<file path="config.mk">
export PLATFORM = sky130hd
export DESIGN_NAME = circuito_exp5
export DESIGN_NICKNAME = d
export VERILOG_FILES = /design/src/rtl/circuito_exp5_pkg.sv /design/src/rtl/circuito_exp5_hexa7seg.sv /design/src/rtl/circuito_exp5.sv
export SDC_FILE = /design/constraint.sdc
export NUM_CORES = 1
export LEC_CHECK = 0
export ABC_AREA = 0
export CAP_MARGIN = 25
export CORE_AREA = 2 2 79 137
export DETAILED_ROUTE_END_ITERATION = 10
export DIE_AREA = 0 0 81 139
export PLACE_DENSITY = 0.57
export SYNTH_ARGS = -nofsm -noshare
export SYNTH_HDL_FRONTEND = slang
export SYNTH_HIERARCHICAL = 1
export SYNTH_SLANG_ARGS = --single-unit
</file>
<file path="constraint.sdc">
create_clock -name clock -period 3 [get_ports clock]
set_input_delay 0.45 -clock clock [delete_from_list [all_inputs] [get_ports clock]]
set_output_delay 0.45 -clock clock [all_outputs]
set_load 0.05 [all_outputs]
</file>
<file path="src/rtl/circuito_exp5_pkg.sv">
// Shared constants for the sequence-memory game: state codes, target ROM, timeout length.
package circuito_exp5_pkg;

  localparam int unsigned DATA_W         = 4;
  localparam int unsigned ADDR_W         = 4;
  localparam int unsigned ST_W           = 4;
  localparam int unsigned SEG_W          = 7;
  localparam int unsigned TMR_W          = 13;
  localparam int unsigned TIMEOUT_CYCLES = 5000;

  // State codes double as the hex digit shown on the state display
  localparam logic [3:0] S_INICIAL     = 4'h0;
  localparam logic [3:0] S_PREPARA     = 4'h1;
  localparam logic [3:0] S_ESPERA      = 4'h2;
  localparam logic [3:0] S_COMPARA     = 4'h4;
  localparam logic [3:0] S_PROXIMO     = 4'h5;
  localparam logic [3:0] S_NOVA_RODADA = 4'h6;
  localparam logic [3:0] S_FIM_ACERTO  = 4'hA;
  localparam logic [3:0] S_FIM_TIMEOUT = 4'hD;
  localparam logic [3:0] S_FIM_ERRO    = 4'hE;

  // Control word from the FSM to the datapath
  typedef struct packed {
    logic clr;
    logic tmr_inc;
    logic load;
    logic inc_end;
    logic nova_rodada;
  } ctrl_t;

  function automatic logic [DATA_W-1:0] rom_read(input logic [ADDR_W-1:0] addr);
    logic [DATA_W-1:0] v;
    v = 4'h1;
    case (addr)
      4'h0: v = 4'h1;
      4'h1: v = 4'h2;
      4'h2: v = 4'h4;
      4'h3: v = 4'h8;
      4'h4: v = 4'h4;
      4'h5: v = 4'h2;
      4'h6: v = 4'h1;
      4'h7: v = 4'h1;
      4'h8: v = 4'h2;
      4'h9: v = 4'h2;
      4'hA: v = 4'h4;
      4'hB: v = 4'h4;
      4'hC: v = 4'h8;
      4'hD: v = 4'h8;
      4'hE: v = 4'h1;
      4'hF: v = 4'h4;
      default: v = 4'h1;
    endcase
    return v;
  endfunction

endpackage

</file>
<file path="src/rtl/circuito_exp5_hexa7seg.sv">
// Hex digit to active-low 7-segment decoder, bit order gfedcba.
module hexa7seg
  import circuito_exp5_pkg::*;
(
  input  logic [DATA_W-1:0] hexa,
  output logic [SEG_W-1:0]  display
);

  always_comb begin
    display = 7'h7F;
    case (hexa)
      4'h0: display = ~7'h3F;
      4'h1: display = ~7'h06;
      4'h2: display = ~7'h5B;
      4'h3: display = ~7'h4F;
      4'h4: display = ~7'h66;
      4'h5: display = ~7'h6D;
      4'h6: display = ~7'h7D;
      4'h7: display = ~7'h07;
      4'h8: display = ~7'h7F;
      4'h9: display = ~7'h6F;
      4'hA: display = ~7'h77;
      4'hB: display = ~7'h7C;
      4'hC: display = ~7'h39;
      4'hD: display = ~7'h5E;
      4'hE: display = ~7'h79;
      4'hF: display = ~7'h71;
      default: display = 7'h7F;
    endcase
  end

endmodule

</file>
<file path="src/rtl/circuito_exp5.sv">
// Genius-style sequence game: control FSM plus datapath (address, round, play, timeout).
module circuito_exp5
  import circuito_exp5_pkg::*;
(
  input  logic              clock,
  input  logic              reset,
  input  logic              iniciar,
  input  logic [DATA_W-1:0] chaves,
  output logic              pronto,
  output logic              acertou,
  output logic              errou,
  output logic [DATA_W-1:0] leds,
  output logic              db_igual,
  output logic              db_tem_jogada,
  output logic              db_endmenorquelimite,
  output logic              db_clock,
  output logic [SEG_W-1:0]  db_contagem,
  output logic [SEG_W-1:0]  db_memoria,
  output logic [SEG_W-1:0]  db_jogadafeita,
  output logic [SEG_W-1:0]  db_limite,
  output logic [SEG_W-1:0]  db_estado,
  output logic [SEG_W-1:0]  db_timeout
);

  logic [ST_W-1:0]   estado, prox;
  ctrl_t             ctrl;
  logic [ADDR_W-1:0] endereco, limite;
  logic [DATA_W-1:0] jogada, chaves_q, memoria;
  logic [TMR_W-1:0]  tmr;
  logic              tinha_jogada, timeout_q;
  logic              fim_tmr, end_igual_lim;

  // ---------------- datapath ----------------
  assign memoria              = rom_read(endereco);
  assign db_igual             = (jogada == memoria);
  assign db_endmenorquelimite = (endereco < limite);
  assign end_igual_lim        = (endereco == limite);
  assign fim_tmr              = (tmr == TMR_W'(TIMEOUT_CYCLES - 1));
  assign db_tem_jogada        = (|chaves_q) & ~tinha_jogada;
  assign leds                 = jogada;
  assign db_clock             = clock;

  // Switches are sampled first so a play is seen one cycle after the press
  always_ff @(posedge clock or posedge reset) begin
    if (reset) begin
      chaves_q     <= '0;
      tinha_jogada <= 1'b0;
    end else begin
      chaves_q     <= chaves;
      tinha_jogada <= |chaves_q;
    end
  end

  always_ff @(posedge clock or posedge reset) begin
    if (reset) begin
      endereco <= '0;
      limite   <= '0;
      jogada   <= '0;
      tmr      <= '0;
    end else if (ctrl.clr) begin
      endereco <= '0;
      limite   <= '0;
      jogada   <= '0;
      tmr      <= '0;
    end else begin
      if (ctrl.load)
        jogada <= chaves_q;
      if (ctrl.inc_end)
        endereco <= endereco + ADDR_W'(1);
      if (ctrl.nova_rodada) begin
        limite   <= limite + ADDR_W'(1);
        endereco <= '0;
      end
      if (ctrl.load || ctrl.nova_rodada)
        tmr <= '0;
      else if (ctrl.tmr_inc)
        tmr <= tmr + TMR_W'(1);
    end
  end

  // ---------------- control unit ----------------
  always_ff @(posedge clock or posedge reset) begin
    if (reset)
      estado <= S_INICIAL;
    else
      estado <= prox;
  end

  always_comb begin
    prox = estado;
    ctrl = '0;
    case (estado)
      S_INICIAL:
        if (iniciar) prox = S_PREPARA;
      S_PREPARA: begin
        ctrl.clr = 1'b1;
        prox     = S_ESPERA;
      end
      S_ESPERA: begin
        // A play in the same cycle as the timeout wins
        if (db_tem_jogada) begin
          ctrl.load = 1'b1;
          prox      = S_COMPARA;
        end else if (fim_tmr) begin
          prox = S_FIM_TIMEOUT;
        end else begin
          ctrl.tmr_inc = 1'b1;
        end
      end
      S_COMPARA: begin
        if (!db_igual)
          prox = S_FIM_ERRO;
        else if (!end_igual_lim)
          prox = S_PROXIMO;
        else if (limite == ADDR_W'(15))
          prox = S_FIM_ACERTO;
        else
          prox = S_NOVA_RODADA;
      end
      S_PROXIMO: begin
        ctrl.inc_end = 1'b1;
        prox         = S_ESPERA;
      end
      S_NOVA_RODADA: begin
        ctrl.nova_rodada = 1'b1;
        prox             = S_ESPERA;
      end
      S_FIM_ACERTO, S_FIM_ERRO, S_FIM_TIMEOUT:
        if (iniciar) prox = S_PREPARA;
      default:
        prox = S_INICIAL;
    endcase
  end

  // Result flags are decoded from the next state so they line up with estado
  always_ff @(posedge clock or posedge reset) begin
    if (reset) begin
      pronto    <= 1'b0;
      acertou   <= 1'b0;
      errou     <= 1'b0;
      timeout_q <= 1'b0;
    end else begin
      pronto    <= (prox == S_FIM_ACERTO) || (prox == S_FIM_ERRO) || (prox == S_FIM_TIMEOUT);
      acertou   <= (prox == S_FIM_ACERTO);
      errou     <= (prox == S_FIM_ERRO) || (prox == S_FIM_TIMEOUT);
      timeout_q <= (prox == S_FIM_TIMEOUT);
    end
  end

  // ---------------- debug displays ----------------
  hexa7seg u_hex_contagem (.hexa(endereco),             .display(db_contagem));
  hexa7seg u_hex_memoria  (.hexa(memoria),              .display(db_memoria));
  hexa7seg u_hex_jogada   (.hexa(jogada),               .display(db_jogadafeita));
  hexa7seg u_hex_limite   (.hexa(limite),               .display(db_limite));
  hexa7seg u_hex_estado   (.hexa(estado),               .display(db_estado));
  hexa7seg u_hex_timeout  (.hexa({3'b000, timeout_q}),  .display(db_timeout));

endmodule

</file>
==> impl_metrics.yaml, run 1 <==
setup_path:
  arrival_ns: 2.53
  worstPathMaxFanout: 5
  path_buf_inv: 3
  required_ns: 2.55
  critical_path_depth: 8
  r2r-start: "endereco[1]$_DFFE_PP0P_"
  startpoint_type: "register"
  slowest_delay_ns: 0.49
  cp-startpoint: "endereco[1]$_DFFE_PP0P_"
  endpoint_kind: "primary output"
  crit_path_end: "db_memoria[3]"
  reg2reg_to: "timeout_q$_DFF_PP0_"
  crit_slowest_cell: "mux4_2"
  path_delay_family: "multiplexers"
  ff2ff_path_depth: 9
  r2r_setup_slack_ns: 0.42
  path_cells: "buf_4, ha_4, mux2i_2, a21oi_2, buf_4, ha_2, mux4_2, buf_8"
  crit_top_cell: "buf_4"
  path_class: "reg2out"
yosys:
  ys_types: 58
  ys_seq_area_share_pct: 23.9
  synth_top_flop_cell: "dfrtp_1"
  synth-seq-cells: 38
  syn-instance-count: 438
  synth_edf_count: 0
  syn_area_per_cell_um2: 9.08
  async_reset_ff_share_pct: 100
  netlist_area_mm2: 0.00398
  synth_warnings: 6
timing:
  worstMarginPinSlew_ns: 0.657
  timing.fmax_ghz: 0.336
  tns_ns: 0
  fin_hold_ws_ns: 0.457
  fin_crit_ns: 2.98
  slew_violations: 0
  finalSetupViolations: 0
  fin_ws_ns: 0.0238
  fin_skew_ns: 0.00748
  relSlewSlack_pct: 56.2
  hold_viol_final: 0
  finalCritPeriodShare_pct: 99.2
  rsz0062_at_grt: "true"
detailed_routing:
  wl_per_cell_um: 14.0
  first_iter_violations: 130
  num_vias: 3382
  drt_wl_total_um: 9090
  antenna_left: 0
  vias_per_cell: 5.23
  drc_errors: 0
  dr.pass1.iters: 4
cells_and_area:
  postLayoutCoreUtil_pct: 50.2
  seq_area_um2: 953
  layout_commonest_cell: "nor2_1"
  layout.cells.non_filler: 647
  syn2layout_area_growth_pct: 28.5
  finalNetCount: 579
  final_cell_mix: "nor2_1, ha_1, buf_4, dfrtp_1, clkdlybuf4s50_1"
  fill_cells: 990
  diodes: 0
  multi_input_area_mm2: 0.00287
  layout-drive-gt1-share_pct: 19.8
power:
  switching_share_pct: 48.5
  power_frac_seq_pct: 19.4
  p_leak_nw: 2.28
  power_frac_comb_pct: 58.8
  power_density_mw_per_mm2: 709
  p_int_mw: 1.87
  clkPwrFrac_pct: 21.9
  power.switching_mw: 1.76
  peakVddDrop_mv: 0.666
floorplan:
  die_w_um: 81
  initial_core_util_pct: 39.1
  row_count: 49
  fp.coreArea_mm2: 0.0102
  fp.dieH_um: 139
  die-area_mm2: 0.0113
  io_pins: 60
job:
  cap_viol_max_count: 0
global_routing:
  grt_max_degree: 39
  grt_pass1_vias: 3305
  track_usage_pct: 16.7
  overflow: 0
  antenna_found_initial: 0
  grt_pass1_wl_um: 15000
clock_network:
  clk_latency_ns: 0.40
  tritoncts: "done"
  clk_pin_slew_ns: 0.06
place:
  hpwl_um: 7090
  preCtsSetupSlack_ns: 0.173
  globalplace.congestion: 0.801
  io_buffers: 56
  dpl.cell_count: 631
worst_hold_path:
  min_path_type: "in2async"
outcome:
  status: "finished, final reports clean"
==> timing repair <==
action	CTS	global route
hold endpoints to repair	0	0
hold buffers	0	0
endpoints found under the setup margin	9	8
setup buffers	2	3
pin swaps	2	5
gates resized for setup	13	17
==> through the flow <==
| stage | power [mW] | area [um^2] |
|---|---|---|
| floorplan | 2.25 | 4010 |
| global placement | 2.88 | 4780 |
| detailed placement | 2.90 | 4780 |
| CTS | 3.65 | 5040 |
| global route | 3.86 | 5110 |
| finish | 3.63 | 5110 |
==> power groups by stage <==
| stage | clock (mW) | combinational, mW | sequential [mW] |
|---|---|---|---|
| final | 0.792 | 2.13 | 0.702 |
| after global placement | 0.0769 | 2.09 | 0.711 |
| after CTS | 0.813 | 2.14 | 0.701 |
| after floorplan | 0.0719 | 1.39 | 0.791 |
| after detailed placement | 0.0769 | 2.12 | 0.710 |
| after global routing | 0.844 | 2.30 | 0.718 |
==> kinds of logic after synthesis <==
| group | synth area share, % |
|---|---|
| buffers and inverters | 6.14 |
| muxes | 13.1 |
| AOI/OAI and AO/OA | 15.7 |
| DFF | 23.9 |
| and+or+nand+nor | 21.3 |
| xor gates and xnor gates | 3.08 |
| adders and majority gates | 16.7 |
| other | 0.0943 |
==> worst min path at each step <==
stage	cells past startpoint	to	startpoint	slack (ns)
after floorplan	0	chaves_q[0]$_DFF_PP0_	chaves[0]	0.48
final	3	chaves_q[1]$_DFF_PP0_	reset	0.46
after detailed placement	2	tinha_jogada$_DFF_PP0_	chaves_q[2]$_DFF_PP0_	0.52
after global placement	2	tmr[12]$_DFFE_PP0P_	tmr[12]$_DFFE_PP0P_	0.52
after CTS	3	chaves_q[1]$_DFF_PP0_	reset	0.47
after global routing	1	chaves_q[1]$_DFF_PP0_	chaves[1]	0.48
==> routing by layer <==
metal,share of wire [%],vias up,track usage (%)
met5,0,-,0
met4,2.3,0,7.23
met3,2.8,18,2.67
met2,57,67,32.1
met1,38,1579,16.8
li1,-,1718,-
==> cells in the mapped netlist, drive strengths merged, types with 2 or more instances <==
library cell | number | area share [%]
and2 | 2 | 0.31
or3b | 7 | 1.5
clkbuf | 4 | 0.38
a22o | 12 | 2.6
nand4 | 8 | 1.3
inv | 26 | 2.5
nand3 | 10 | 1.4
ha | 53 | 17
nor3 | 6 | 1.2
buf | 17 | 3.3
nor4 | 3 | 1.6
and2b | 9 | 1.9
a21boi | 2 | 0.47
mux4 | 6 | 4.0
mux2 | 9 | 2.5
a311oi | 3 | 0.82
nor2b | 8 | 1.3
and3 | 3 | 0.47
a31oi | 2 | 0.31
a32o | 7 | 1.8
xor2 | 13 | 2.9
nand2 | 25 | 2.4
o31ai | 3 | 0.57
dfrtp | 38 | 24
nand2b | 8 | 1.3
o21ai | 31 | 3.9
a21oi | 24 | 3.0
nor2 | 53 | 5.1
or3 | 2 | 0.31
mux2i | 26 | 6.5
==> registers in the layout, indices dropped and copies added, names as in the netlist, 4 cells and up <==
name	cells
leds	4
limite	4
tmr	13
estado	4
chaves_q	4
endereco	4
==> worst min-delay path: stages <==
cell             delay [ns]
clkdlybuf4s50_1        0.39
inv_1                  0.05
buf_4                  0.41
==> area by class of cell <==
cell class | count | area share, %
Multi-Input combinational cell | 362 | 56.1
Sequential cell | 38 | 18.7
Timing Repair Buffer | 82 | 15.7
Clock buffer | 9 | 4.11
Tap cell | 127 | 3.11
Inverter | 26 | 1.91
Clock inverter | 3 | 0.416
(Power assumes the default switching activity.)
==> inputs of run 2 (changes only) <==
--- a/config.mk
+++ b/config.mk
@@ -8,6 +8,7 @@
 export ABC_AREA = 0
 export CAP_MARGIN = 25
 export CORE_AREA = 2 2 79 137
+export CTS_CLUSTER_SIZE = 30
 export DETAILED_ROUTE_END_ITERATION = 10
 export DIE_AREA = 0 0 81 139
 export PLACE_DENSITY = 0.57
==> results of run 2 <==
No change in the layout: final DEF, timing and power equal those of run 1.
==> inputs of run 3 (changes only) <==
--- a/config.mk
+++ b/config.mk
@@ -5,13 +5,13 @@
 export SDC_FILE = /design/constraint.sdc
 export NUM_CORES = 1
 export LEC_CHECK = 0
-export ABC_AREA = 0
 export CAP_MARGIN = 25
 export CORE_AREA = 2 2 79 137
 export CTS_CLUSTER_SIZE = 30
 export DETAILED_ROUTE_END_ITERATION = 10
 export DIE_AREA = 0 0 81 139
 export PLACE_DENSITY = 0.57
+export SLEW_MARGIN = 20
 export SYNTH_ARGS = -nofsm -noshare
 export SYNTH_HDL_FRONTEND = slang
 export SYNTH_HIERARCHICAL = 1
==> results of run 3 <==
No change in the layout: final DEF, timing and power equal those of run 1.
